File: src/rtl/program_loader.sv
// ============================================================================
// Module      : program_loader
// Description : Boot-time writer for the processor instruction memory.
//               Receives a framed byte stream on a valid/ready interface:
//                 0xA5, LEN_LO, LEN_HI, 4*N data bytes (LSB first), CHK
//               where CHK is the XOR of every data byte. Each group of four
//               data bytes is assembled into a little-endian word and written
//               with a one-cycle strobe. The core is held in reset until a
//               frame completes with a matching checksum.
// Ports       : clock             rising-edge clock
//               reset             asynchronous, active-low
//               in_data/in_valid  stream byte and its qualifier
//               in_ready          byte accepted on in_valid & in_ready
//               imem_*            instruction memory write port
//               core_reset        active-low processor reset (1 only in DONE)
//               load_done         last frame loaded with a good checksum
//               load_error        last frame aborted
//               words_written     words written in the current or last frame
// Revision    : 1.0  initial release
// ============================================================================
`timescale 1ns/1ps
`default_nettype none

module program_loader #(
  parameter int                    ADDR_WIDTH     = 32,
  parameter logic [ADDR_WIDTH-1:0] BASE_ADDR      = '0,
  parameter int                    MAX_WORDS      = 256,
  parameter int                    TIMEOUT_CYCLES = 100000
) (
  input  logic                  clock,
  input  logic                  reset,
  input  logic [7:0]            in_data,
  input  logic                  in_valid,
  output logic                  in_ready,
  output logic                  imem_write_enable,
  output logic [ADDR_WIDTH-1:0] imem_address,
  output logic [31:0]           imem_write_data,
  output logic                  core_reset,
  output logic                  load_done,
  output logic                  load_error,
  output logic [15:0]           words_written
);

  localparam int              TIMER_W      = $clog2(TIMEOUT_CYCLES + 1);
  localparam logic [TIMER_W-1:0] C_TIMER_LAST = TIMER_W'(TIMEOUT_CYCLES - 1);
  localparam logic [15:0]     C_MAX_WORDS  = 16'(MAX_WORDS);
  localparam logic [7:0]      C_SOF        = 8'hA5;

  localparam logic [2:0] S_IDLE   = 3'd0;
  localparam logic [2:0] S_LEN_LO = 3'd1;
  localparam logic [2:0] S_LEN_HI = 3'd2;
  localparam logic [2:0] S_DATA   = 3'd3;
  localparam logic [2:0] S_WRITE  = 3'd4;
  localparam logic [2:0] S_CHECK  = 3'd5;
  localparam logic [2:0] S_DONE   = 3'd6;
  localparam logic [2:0] S_ERROR  = 3'd7;

  logic [2:0]            state_q,    state_d;
  logic [15:0]           len_q,      len_d;
  logic [1:0]            byte_idx_q, byte_idx_d;
  logic [23:0]           word_q,     word_d;     // lanes 0..2; lane 3 arrives with the strobe
  logic [7:0]            chk_q,      chk_d;
  logic [15:0]           words_q,    words_d;
  logic [ADDR_WIDTH-1:0] addr_q,     addr_d;
  logic [31:0]           wdata_q,    wdata_d;
  logic [TIMER_W-1:0]    timer_q,    timer_d;

  logic        accept;
  logic        timed;
  logic [15:0] len_full;
  logic [15:0] words_inc;

  assign accept    = in_valid & in_ready;
  assign len_full  = {in_data, len_q[7:0]};
  assign words_inc = words_q + 16'd1;

  // --------------------------------------------------------------------------
  // State and datapath registers
  // --------------------------------------------------------------------------
  always_ff @(posedge clock or negedge reset) begin
    if (!reset) begin
      state_q    <= S_IDLE;
      len_q      <= '0;
      byte_idx_q <= '0;
      word_q     <= '0;
      chk_q      <= '0;
      words_q    <= '0;
      addr_q     <= BASE_ADDR;
      wdata_q    <= '0;
      timer_q    <= '0;
    end else begin
      state_q    <= state_d;
      len_q      <= len_d;
      byte_idx_q <= byte_idx_d;
      word_q     <= word_d;
      chk_q      <= chk_d;
      words_q    <= words_d;
      addr_q     <= addr_d;
      wdata_q    <= wdata_d;
      timer_q    <= timer_d;
    end
  end

  // --------------------------------------------------------------------------
  // Next-state and datapath logic
  // --------------------------------------------------------------------------
  always_comb begin
    state_d    = state_q;
    len_d      = len_q;
    byte_idx_d = byte_idx_q;
    word_d     = word_q;
    chk_d      = chk_q;
    words_d    = words_q;
    addr_d     = addr_q;
    wdata_d    = wdata_q;
    timer_d    = '0;

    timed = (state_q == S_LEN_LO) || (state_q == S_LEN_HI) ||
            (state_q == S_DATA)   || (state_q == S_CHECK);

    // Inactivity timer only runs while a frame is in progress and waiting
    // for a byte; any accepted byte restarts it.
    if (timed && !accept) begin
      timer_d = timer_q + 1'b1;
    end

    case (state_q)
      S_IDLE, S_DONE, S_ERROR: begin
        // Start of frame (also re-arms after DONE/ERROR); other bytes are dropped.
        if (accept && (in_data == C_SOF)) begin
          state_d    = S_LEN_LO;
          len_d      = '0;
          byte_idx_d = '0;
          chk_d      = '0;
          words_d    = '0;
        end
      end
      S_LEN_LO: begin
        if (accept) begin
          len_d[7:0] = in_data;
          state_d    = S_LEN_HI;
        end
      end
      S_LEN_HI: begin
        if (accept) begin
          len_d[15:8] = in_data;
          if ((len_full == 16'd0) || (len_full > C_MAX_WORDS)) begin
            state_d = S_ERROR;
          end else begin
            state_d = S_DATA;
          end
        end
      end
      S_DATA: begin
        if (accept) begin
          chk_d      = chk_q ^ in_data;
          byte_idx_d = byte_idx_q + 2'd1;
          case (byte_idx_q)
            2'd0: word_d[7:0]   = in_data;
            2'd1: word_d[15:8]  = in_data;
            2'd2: word_d[23:16] = in_data;
            default: begin
              // Final byte: latch the word and its address so both hold
              // steady through and after the write strobe.
              wdata_d = {in_data, word_q};
              addr_d  = BASE_ADDR + ADDR_WIDTH'({words_q, 2'b00});
              state_d = S_WRITE;
            end
          endcase
        end
      end
      S_WRITE: begin
        words_d = words_inc;
        state_d = (words_inc == len_q) ? S_CHECK : S_DATA;
      end
      S_CHECK: begin
        if (accept) begin
          state_d = (in_data == chk_q) ? S_DONE : S_ERROR;
        end
      end
      default: begin
        state_d = S_IDLE;
      end
    endcase

    if (timed && !accept && (timer_q == C_TIMER_LAST)) begin
      state_d = S_ERROR;
      timer_d = '0;
    end
  end

  // --------------------------------------------------------------------------
  // Outputs
  // --------------------------------------------------------------------------
  always_comb begin
    in_ready          = (state_q != S_WRITE);
    imem_write_enable = (state_q == S_WRITE);
    core_reset        = (state_q == S_DONE);
    load_done         = (state_q == S_DONE);
    load_error        = (state_q == S_ERROR);
    imem_address      = addr_q;
    imem_write_data   = wdata_q;
    words_written     = words_q;
  end

endmodule

`default_nettype wire

File: config.mk
export PLATFORM = sky130hd
export DESIGN_NAME = program_loader
export DESIGN_NICKNAME = d
export VERILOG_FILES = /design/src/rtl/program_loader.sv
export SDC_FILE = /design/constraint.sdc
export NUM_CORES = 1
export LEC_CHECK = 0
export BUFFER_PORTS_ARGS = -buffer_cell sky130_fd_sc_hd__buf_2
export CORE_MARGIN = 4
export CORE_UTILIZATION = 38
export DETAILED_ROUTE_END_ITERATION = 16
export PLACE_DENSITY_LB_ADDON = 0.08
export SYNTH_ARGS = -nofsm -noshare
export SYNTH_HDL_FRONTEND = slang
export SYNTH_SLANG_ARGS = --single-unit
File: constraint.sdc
create_clock -name clock -period 2.5 [get_ports clock]
set_input_delay 0.5 -clock clock [delete_from_list [all_inputs] [get_ports clock]]
set_output_delay 0.5 -clock clock [all_outputs]
set_load 0.005 [all_outputs]
# After elaboration in Yosys (flattened, before gate mapping)
# Cells that the tools add are included.
[totals]
ff_bits = 134
input_bits = 11
output_inout_bits = 85
elab_cells = 93
[op_classes]
addsub = 3
magnitude_cmp = 1
n_eq_ne = 24
mux = 24
n_bitwise = 3
reduce_logical = 26
[op_table]
columns = ["operator", "count"]
rows = [
  ["8-bit case mux with 2 select lines", 3],
  ["17-bit 2-to-1 mux", 2],
  ["16-bit case mux with 2 select lines", 1],
  ["3-bit 2-to-1 mux", 9],
  ["8-bit 2-to-1 mux", 3],
  ["3-bit AND reduction", 7],
  ["3-bit case mux with 6 select lines", 1],
  ["17-bit by 1-bit adder with 17-bit output, second input constant", 1],
  ["17-bit == test, second input constant", 1],
  ["16-bit by 1-bit adder with 16-bit output, second input constant", 1],
  ["16-bit == test", 1],
  ["16-bit by 9-bit greater-than comparator with 1-bit output, second input constant", 1],
  ["16-bit zero test", 1],
  ["16-bit 2-to-1 mux", 1],
  ["3-bit by 2-bit inequality test with 1-bit output, second input constant", 5],
  ["3-bit == test, second input constant", 4],
  ["8-bit == test", 1],
  ["8-bit == test, second input constant", 1],
  ["2-bit inequality test, second input constant", 4],
  ["2-bit nonzero test", 4],
  ["8-bit bitwise XOR", 1],
  ["3-bit by 2-bit == test with 1-bit output, second input constant", 2],
  ["3-bit inequality test, second input constant", 2],
  ["6-bit AND reduction", 1],
  ["other kinds (16)", 23],
]

# Longest topological paths before layout
# Gate-level depths: netlist of run 1.
[depth]
depth_word = 8
depth_mapped = 9
ltp_nobuf = 7

# Least setup slack after synthesis of run 1
# Ideal clock, no wire load.
[synth_path]
path_kind = "input port to flip-flop"
startpoint = "in in_data[6]"
endpoint = "reg len_q[0]"
t_arrival_ps = 2004
required_ps = 2371
path_slack_ps = 367
cell_stages = 9
path_buffers = 3
cell_sequence = "buf_2 > nor4_2 > and3_1 > clkbuf_1 > a21boi_0 > o31a_1 > buf_2 > nand2_1 > o21ai_0"
[synth_via]
elab_chain_len = 4
[synth_rtl]
columns = ["item", "line", "text"]
rows = [
  ["start: declaration", "32", "input logic [7:0] in_data,"],
  ["8-bit == test", "130", "if (accept && (in_data == C_SOF)) begin"],
  ["1-bit logical AND", "130", ""],
  ["2-bit inequality test (no line)", "-", ""],
  ["3-bit AND reduction (no line)", "-", ""],
  ["end signal: assignment", "93", "len_q <= len_d;"],
  ["end: declaration", "59", "logic [15:0] len_q, len_d;"],
]
# No other way between the ends.
# A chain may end at the register's enable or synchronous reset.

# Worst setup path after layout of run 1
[layout_path]
startpoint = "reg words_q[7] (netlist: words_written[7])"
endpoint = "reg state_q[1]"
[layout_via]
elab_chain_len = 5
[layout_rtl]
columns = ["item", "line", "text"]
rows = [
  ["start: declaration", "63", "logic [15:0] words_q, words_d;"],
  ["start signal: assignment", "97", "words_q <= words_d;"],
  ["16-bit by 1-bit adder with 16-bit output", "75", "assign words_inc = words_q + 16'd1;"],
  ["16-bit == test", "174", "state_d = (words_inc == len_q) ? S_CHECK : S_DATA;"],
  ["3-bit 2-to-1 mux", "174", ""],
  ["3-bit case mux with 6 select lines", "127", "case (state_q)"],
  ["3-bit 2-to-1 mux", "186", "if (timed && !accept && (timer_q == C_TIMER_LAST)) begin"],
  ["end signal: assignment", "92", "state_q <= state_d;"],
  ["end: declaration", "58", "logic [2:0] state_q, state_d;"],
]
# No other way between the ends.

==> results of run 1 <==
cell usage after synthesis (3+ instances only):
cell	count	area, um2
a21oi_1	9	45.0
a22o_1	3	26.3
a31oi_1	5	31.3
and3_1	4	25.0
buf_1	7	26.3
buf_2	10	50.1
buf_4	17	128
clkbuf_1	18	67.6
dfrtp_1	134	3350
ha_1	6	75.1
inv_1	9	33.8
mux2_2	71	800
nand2_1	72	270
nand2b_1	4	25.0
nand3_1	15	75.1
nand4_1	10	62.6
nor2_1	56	210
nor2b_1	3	18.8
nor3_1	7	35.0
nor4_1	5	31.3
o21ai_0	56	280
o22ai_1	3	18.8
o31ai_1	4	30.0
o41ai_1	3	26.3
or3_1	6	37.5
xnor2_1	24	210
xor2_1	20	175
cell type report:
class / count / area, um2 / share of cell area (%)
clock buffer: 19 / 443 / 5.68
clock inverter: 12 / 155 / 1.99
inverter: 9 / 33.8 / 0.433
multi-input combinational: 433 / 2850 / 36.6
sequential: 134 / 3350 / 43.0
tap: 220 / 275 / 3.53
timing repair buffer: 115 / 684 / 8.78
metrics by stage:
stage / TNS (ps) / power (mW) / hold WS [ps] / worst slack, ps / instance area, um2
3_5_place_dp: -137 / 6.10 / 475 / -86.2 / 7190
2_1_floorplan: 0 / 5.04 / 204 / 367 / 6500
6_report: 0 / 8.58 / 63.9 / 221 / 7800
4_1_cts: 0 / 8.68 / 79.1 / 2.19 / 7790
5_1_grt: 0 / 9.18 / 99.8 / 35.9 / 7800
3_3_place_gp: 0 / 6.03 / 464 / 2.36 / 7190
sequential cells by signal, summed over array words and instances (netlist names):
register,cells
byte_idx_q,2
imem_write_data,32
words_written,16
len_q,16
word_q,24
imem_address,16
timer_q,17
chk_q,8
state_q,3
kinds of logic (layout without fill, tap and decap cells):
logic type | Yosys count | after routing | share of synthesized area [%]
compound gates | 100 | 100 | 9.28
xor+xnor | 44 | 44 | 5.98
fa+ha+maj | 6 | 6 | 1.16
buf+inv | 62 | 155 | 4.81
flops | 134 | 134 | 52.0
mux | 72 | 72 | 12.6
other cells | 1 | 16 | 0.0582
simple gates | 195 | 195 | 14.1
path summary, 6_finish.rpt:
check / cells past startpoint / slack (ps) / endpoint / from
worst max-delay path: 7 / 220 / state_q[1]$_DFFE_PN0P_ / words_written[7]$_DFFE_PN0P_
worst min-delay path: 1 / 60 / timer_q[3]$_DFF_PN0_ / reset
worst max register to register: 7 / 220 / state_q[1]$_DFFE_PN0P_ / words_written[7]$_DFFE_PN0P_
worst min register to register: 2 / 490 / imem_address[14]$_DFFE_PN0P_ / imem_address[14]$_DFFE_PN0P_
max in group asynchronous: 2 / 1620 / words_written[1]$_DFFE_PN0P_ / reset
min in group clock: 3 / 470 / chk_q[7]$_DFFE_PN0P_ / in_data[7]
power groups by stage:
stage	Combinational, mW	Sequential (mW)	Clock [mW]
final	2.52	3.54	2.53
after global routing	2.84	3.65	2.69
after CTS	2.56	3.53	2.59
after detailed placement	2.55	3.56	0
after global placement	2.49	3.53	0
after floorplan	1.62	3.43	0
layer usage:
metal  global-route usage [%]  routed length (um)  vias to the layer above
met5                        0                  12                        -
met4                     5.98                 334                        2
met3                     3.97                 683                       23
met2                     24.4                6910                      114
met1                     23.1                7250                     2353
li1                         -                   -                     2287
cells in the final DEF (no fill, tap or decap), drive strengths merged, types with 2 or more instances in the layout:
master,n
nand2,72
xnor2,24
o31ai,4
ha,6
and3,4
nor4,7
bufinv,3
nor2,57
clkbuf,19
o41ai,3
clkinv,7
o21ai,56
a31oi,5
clkinvlp,2
or3,6
nor2b,3
nand2b,4
and4,2
nor3,7
conb,16
buf,115
nand4,12
or2,2
a2111oi,2
a21oi,9
dfrtp,134
o22ai,3
xor2,20
inv,9
mux2,71
nand3,15
o21a,2
a22o,3
==> out/qor.yml, run 1 <==
outcome: "completed"
drive_above_1_share_pct: 31.9
viasPerCell: 5.07
drv_cap: 0
max_clock_freq_mhz: 439
avgSynthCellArea_um2: 10.5
cts_root_buffer: "clkbuf_16"
die_w_um: 138
setup_violations: 0
drt-total-wl_mm: 15.2
ys_dominant_reg_cell: "dfrtp_1"
critPathArrivalTime_ps: 2560
cts_buffer_depth: 2
slew_viol_final: 0
dp_hpwl_mm: 10.5
clk_latency_ps: 410
synth-edff-count: 0
postCtsHoldBufs: 0
ant_nets: 0
antenna_found_initial: 1
finClkSkew_ps: 7.05
async_reset_ff_share_pct: 100
combPwrFrac_pct: 29.4
path_class: "reg2reg"
die_area_mm2: 0.0191
crit_path_max_incr_delay_ps: 540
cp_max_fo: 9
fin_util_pct: 47.0
stdcell_count: 942
grt_pass1_wl_mm: 25.3
n_antenna_cell: 0
io_pins: 96
grt_overflow: 0
net-switching-power_mw: 2.75
power_frac_clock_pct: 29.4
first_pass_iters: 4
relSlewSlack_pct: 37.5
path_cells: "nand4_2, buf_4, or3_1, o31ai_1, nand4_1, nor4_2, o21ai_0"
endpoint_kind: "flop"
final_net_count: 727
fillers: 1621
synth-seq-cells: 134
syn_area_mm2: 0.00644
cts_tree: "yes"
hold_viol: 0
tightest_slew_ps: 935
fin_crit_ps: 2280
cts_resized: 1
portBuffers: 79
crit_family: "simple AND/OR/NAND/NOR gates"
yosys_warnings: 0
grt_pass1_vias: 4694
route.detailed.drc: 0
clock-sinks: 134
synth_cell_types: 54
rows: 47
worstPathRequired_ps: 2780
path_clk_slew_ps: 60
numCtsBuffers: 17
place_inst: 911
num_vias: 4779
p_seq_share_pct: 41.2
gp_congestion: 0.830
grt_start_max_net_pins: 57
cp-start-kind: "flop"
grt.total_usage_pct: 16.3
h-tree-depth: 4
core_mm2: 0.0166
hp-class: "in2async"
p_per_area_mw_per_mm2: 1100
dieHeight_um: 138
leakagePower_nw: 3.53
p_int_mw: 5.84
slowest_stage: "dfrtp_1"
rsz0062_at_grt: "false"
yosysSeqAreaShare_pct: 52.0
area_delta_synth_final_pct: 21.0
syn_inst: 614
wl_per_cell_um: 16.1
crit_buf_inv: 1
initial_core_util_pct: 38.9
irDropWorstVdd_uv: 523
min_period_over_period_pct: 91.2
post_cts_buffers: 0
drt_iter0_drc: 220
swShare_pct: 32.0
No activity file was read; power rests on OpenSTA's default activity.
==> run 2, diff against run 1 <==
--- a/config.mk
+++ b/config.mk
@@ -6,6 +6,7 @@
 export NUM_CORES = 1
 export LEC_CHECK = 0
 export BUFFER_PORTS_ARGS = -buffer_cell sky130_fd_sc_hd__buf_2
+export CORE_ASPECT_RATIO = 1.5
 export CORE_MARGIN = 4
 export CORE_UTILIZATION = 38
 export DETAILED_ROUTE_END_ITERATION = 16
==> run 2 against run 1 <==
- clock power about the same
- die area rose by 0.23%
- cell count fell by 0.74%
- largest power group unchanged
- sequential share of layout area hardly changed
- register-to-register slack lost 50 ps
- flip-flop and latch count stayed put
- largest cell class unchanged
- first-iteration DRC count decreased by 9.5%
- design area about the same
==> out/qor.yml, run 2 (synthesis results as in run 1) <==
fin_crit_ps: 2330
die_area_mm2: 0.0192
wl_per_cell_um: 17.0
area_delta_synth_final_pct: 21.0
setup_violations: 0
layout.area.seq_mm2: 0.00336
slew_viol_final: 0
grt_start_max_net_pins: 61
whs_ps: 47.9
drt_iter0_drc: 199
viasPerCell: 5.09
place_inst: 903
cts_tree: "yes"
endpoint_kind: "flop"
cts_buffer_depth: 2
hold_viol: 0
layout_common_cells: "dfrtp_1 (132), buf_2 (78), nand2_1 (71), mux2_2 (71)"
n_antenna_cell: 0
path_clk_slew_ps: 70
num_vias: 4761
fillers: 1576
cp-start-kind: "flop"
irDropWorstVdd_uv: 522
layout_commonest_cell: "dfrtp_1"
gp_congestion: 0.857
p_per_area_mw_per_mm2: 1100
finClkSkew_ps: 12.8
drv_cap: 0
cp_max_fo: 9
crit_start: "words_written[5]$_DFFE_PN0P_"
path_class: "reg2reg"
multi_input_area_mm2: 0.00284
worstPathRequired_ps: 2790
grt_overflow: 0
initial_core_util_pct: 38.6
io_pins: 96
first_pass_iters: 4
numCtsBuffers: 17
drive_above_1_share_pct: 32.1
route.detailed.drc: 0
stdcell_count: 935
portBuffers: 79
critPathArrivalTime_ps: 2610
leakagePower_nw: 3.54
grt.total_usage_pct: 17.6
h-tree-depth: 4
core_mm2: 0.0167
reg2reg_from: "words_written[5]$_DFFE_PN0P_"
dp_hpwl_mm: 11.2
outcome: "completed"
drt-total-wl_mm: 15.9
tightest_slew_ps: 1070
rows: 58
grt_pass1_vias: 5005
final_net_count: 729
dieHeight_um: 168
rsz0062_at_grt: "false"
clk_latency_ps: 420
hp-class: "in2async"
ant_nets: 0
cts_root_buffer: "clkbuf_16"
min_period_over_period_pct: 93.0
clock-sinks: 134
antenna_found_initial: 0
max_clock_freq_mhz: 430
die_w_um: 114
relSlewSlack_pct: 28.3
post_cts_buffers: 0
grt_pass1_wl_mm: 26.4
largest_register_ffs: 32
run 2: layer usage:
metal  GRT usage (%)  share of wire (%)  up-vias
li1                -                  -     2295
met1            21.0                 42     2329
met2            30.2                 52      109
met3            4.48                3.8       28
met4            6.72                2.3        0
met5               0                  0        -
run 2: final timing paths:
kind	slack (ps)	endpoint	depth (start not counted)
max	170	state_q[1]$_DFFE_PN0P_	6
min	50	imem_address[16]$_DFFE_PN0P_	1
max reg2reg	170	state_q[1]$_DFFE_PN0P_	6
min reg2reg	480	timer_q[0]$_DFF_PN0_	1
max in group asynchronous	1820	len_q[2]$_DFFE_PN0P_	2
min in group clock	430	chk_q[7]$_DFFE_PN0P_	3
run 2: final cells by class:
cell class              count  area share (%)
repair buffers            117            9.13
well taps                 210            3.37
clock buffers              17            5.46
inverters                   9           0.433
clock inverters            15            2.12
flip-flops and latches    134            43.0
multi-input cells         433            36.5
run 2: worst max-delay path, cell delays in order (launching register included):
cell	delay, ps
dfrtp_1	520
nand4_2	200
or4_1	640
xnor2_1	230
nand4_1	120
nor4_2	360
o21ai_0	140
run 2: per-stage QoR:
step | utilization, % | setup slack (ps) | instance area [um2] | setup TNS (ps) | total power, mW
after floorplan | - | 367 | 6500 | 0 | 5.04
after global placement | 43.1 | 61.9 | 7200 | 0 | 6.07
after detailed placement | 43.1 | -44.0 | 7200 | -57.2 | 6.17
after CTS | 46.7 | 93.6 | 7790 | 0 | 8.74
after global routing | 46.7 | 24.3 | 7800 | 0 | 9.22
final | 46.7 | 174 | 7800 | 0 | 8.60
run 2: repair_timing:
| action | CTS | global route |
|---|---|---|
| hold buffers | 0 | 0 |
| setup endpoints to repair | 0 | 2 |
| gates resized for setup | 0 | 3 |
run 2: report_power, final:
part	internal, mW	switching (mW)
combinational	1.33	1.28
sequential	2.94	0.541
clock	1.49	1.03
total	5.75	2.85
==> run 3, diff against run 2 <==
--- a/config.mk
+++ b/config.mk
@@ -9,7 +9,9 @@
 export CORE_ASPECT_RATIO = 1.5
 export CORE_MARGIN = 4
 export CORE_UTILIZATION = 38
+export CTS_BUF_LIST = sky130_fd_sc_hd__clkbuf_4 sky130_fd_sc_hd__clkbuf_8 sky130_fd_sc_hd__clkbuf_16
 export DETAILED_ROUTE_END_ITERATION = 16
+export MAX_ROUTING_LAYER = met4
 export PLACE_DENSITY_LB_ADDON = 0.08
 export SYNTH_ARGS = -nofsm -noshare
 export SYNTH_HDL_FRONTEND = slang
==> run 3 against run 2 <==
- setup slack improved by 37 ps
- non-clock buffer count decreased by 3
- clock skew decreased by 3.2 ps
- via count decreased by 1.0%
- worst hold slack improved by 20 ps
- critical path depth unchanged
- utilization increased by 0.11 points
- cell count decreased by 0.32%
- combinational power about the same
- sequential power about the same
- sequential share of layout area decreased by 0.12 points
- highest routed layer unchanged
==> out/qor.yml, run 3 (synthesis results as in run 1) <==
outcome: "completed"
largest_register_ffs: 32
area_delta_synth_final_pct: 21.3
cp-start-kind: "flop"
stdcell_count: 932
wl_per_cell_um: 16.9
setup_violations: 0
die_w_um: 114
crit_family: "simple AND/OR/NAND/NOR gates"
drv_cap: 0
critPathArrivalTime_ps: 2580
num_vias: 4712
gp_congestion: 0.844
cp_max_fo: 9
first_pass_iters: 5
antenna_found_initial: 0
fin_crit_ps: 2290
die_area_mm2: 0.0192
portBuffers: 79
rsz0062_at_grt: "false"
numCtsBuffers: 17
initial_core_util_pct: 38.6
postCtsHoldBufs: 0
fin_area_mm2: 0.00782
clk_latency_ps: 420
irDropWorstVdd_uv: 521
place_inst: 900
cts_buffer_depth: 2
reg2reg_depth: 6
clock-sinks: 134
crit_cells: 6
path_clk_slew_ps: 60
drt_iter0_drc: 171
tightest_slew_ps: 1030
worstPathRequired_ps: 2790
h-tree-depth: 4
p_per_area_mw_per_mm2: 1110
grt.total_usage_pct: 18.1
final_net_count: 726
crit_path_max_incr_delay_ps: 580
io_pins: 96
finalSetupTns_ps: 0
ant_nets: 0
grt_start_max_net_pins: 59
dieHeight_um: 168
grt_pass1_vias: 4972
drt-total-wl_mm: 15.7
grt_overflow: 0
finClkSkew_ps: 9.56
relSlewSlack_pct: 30.8
rows: 58
route.detailed.drc: 0
max_clock_freq_mhz: 437
core_mm2: 0.0167
cts_resized: 0
grt_pass1_wl_mm: 26.3
cts_tree: "yes"
cts_root_buffer: "clkbuf_16"
layout_common_cells: "dfrtp_1 (133), buf_2 (78), nand2_1 (71), mux2_2 (71)"
viasPerCell: 5.06
post_cts_buffers: 0
fin_util_pct: 46.8
hp-class: "in2async"
leakagePower_nw: 3.54
slowest_stage: "or4_4"
endpoint_kind: "flop"
layout_commonest_cell: "dfrtp_1"
path_cells: "nand4_2, or4_4, xnor2_1, nand4_1, nor4_2, o21ai_0"
min_period_over_period_pct: 91.5
drive_above_1_share_pct: 31.9
n_antenna_cell: 0
path_class: "reg2reg"
finalPower_mw: 8.69
crit_buf_inv: 0
hold_viol: 0
placed_cell_area_mm2: 0.00719
dp_hpwl_mm: 11.2
slew_viol_final: 0
run 3: changes by cell type in the layout (fill, tap and decap cells not counted), sizes merged:
| cell | change |
|---|---|
| clkinvlp | +1 |
| buf | -3 |
| clkinv | -2 |
| bufinv | +1 |
run 3: final timing paths:
kind,startpoint,end,slack [ps]
worst max-delay path,words_written[5]$_DFFE_PN0P_,state_q[1]$_DFFE_PN0P_,210
worst min-delay path,reset,len_q[10]$_DFFE_PN0P_,70
worst max register to register,words_written[5]$_DFFE_PN0P_,state_q[1]$_DFFE_PN0P_,210
worst min register to register,imem_address[14]$_DFFE_PN0P_,imem_address[14]$_DFFE_PN0P_,480
max in group asynchronous,reset,byte_idx_q[1]$_DFFE_PN0P_,1800
min in group clock,in_data[7],len_q[15]$_DFFE_PN0P_,430
run 3: final cells by class:
| class | instances | area, um2 |
|---|---|---|
| Fill cell | 1619 | 8870 |
| Sequential cell | 134 | 3350 |
| Multi-Input combinational cell | 433 | 2850 |
| Timing Repair Buffer | 114 | 702 |
| Clock buffer | 17 | 425 |
| Tap cell | 210 | 263 |
| Clock inverter | 15 | 191 |
| Inverter | 9 | 33.8 |
run 3: report_power, final:
part / switching [mW] / internal [mW] / total, mW
registers: 0.545 / 2.94 / 3.48
clock network: 1.02 / 1.59 / 2.61
logic: 1.28 / 1.32 / 2.60
total: 2.85 / 5.84 / 8.69
run 3: metrics by stage:
stage | worst slack (ps) | hold WS, ps
CTS | 60.2 | 81.3
global placement | 22.7 | 466
detailed placement | -73.0 | 487
global route | 38.3 | 109
floorplan | 367 | 204
finish | 212 | 67.8
run 3: per-layer routing:
layer	track usage, %	routed length (um)
met5	-	0
met4	6.41	330
met3	3.47	464
met2	30.9	8340
met1	21.1	6610
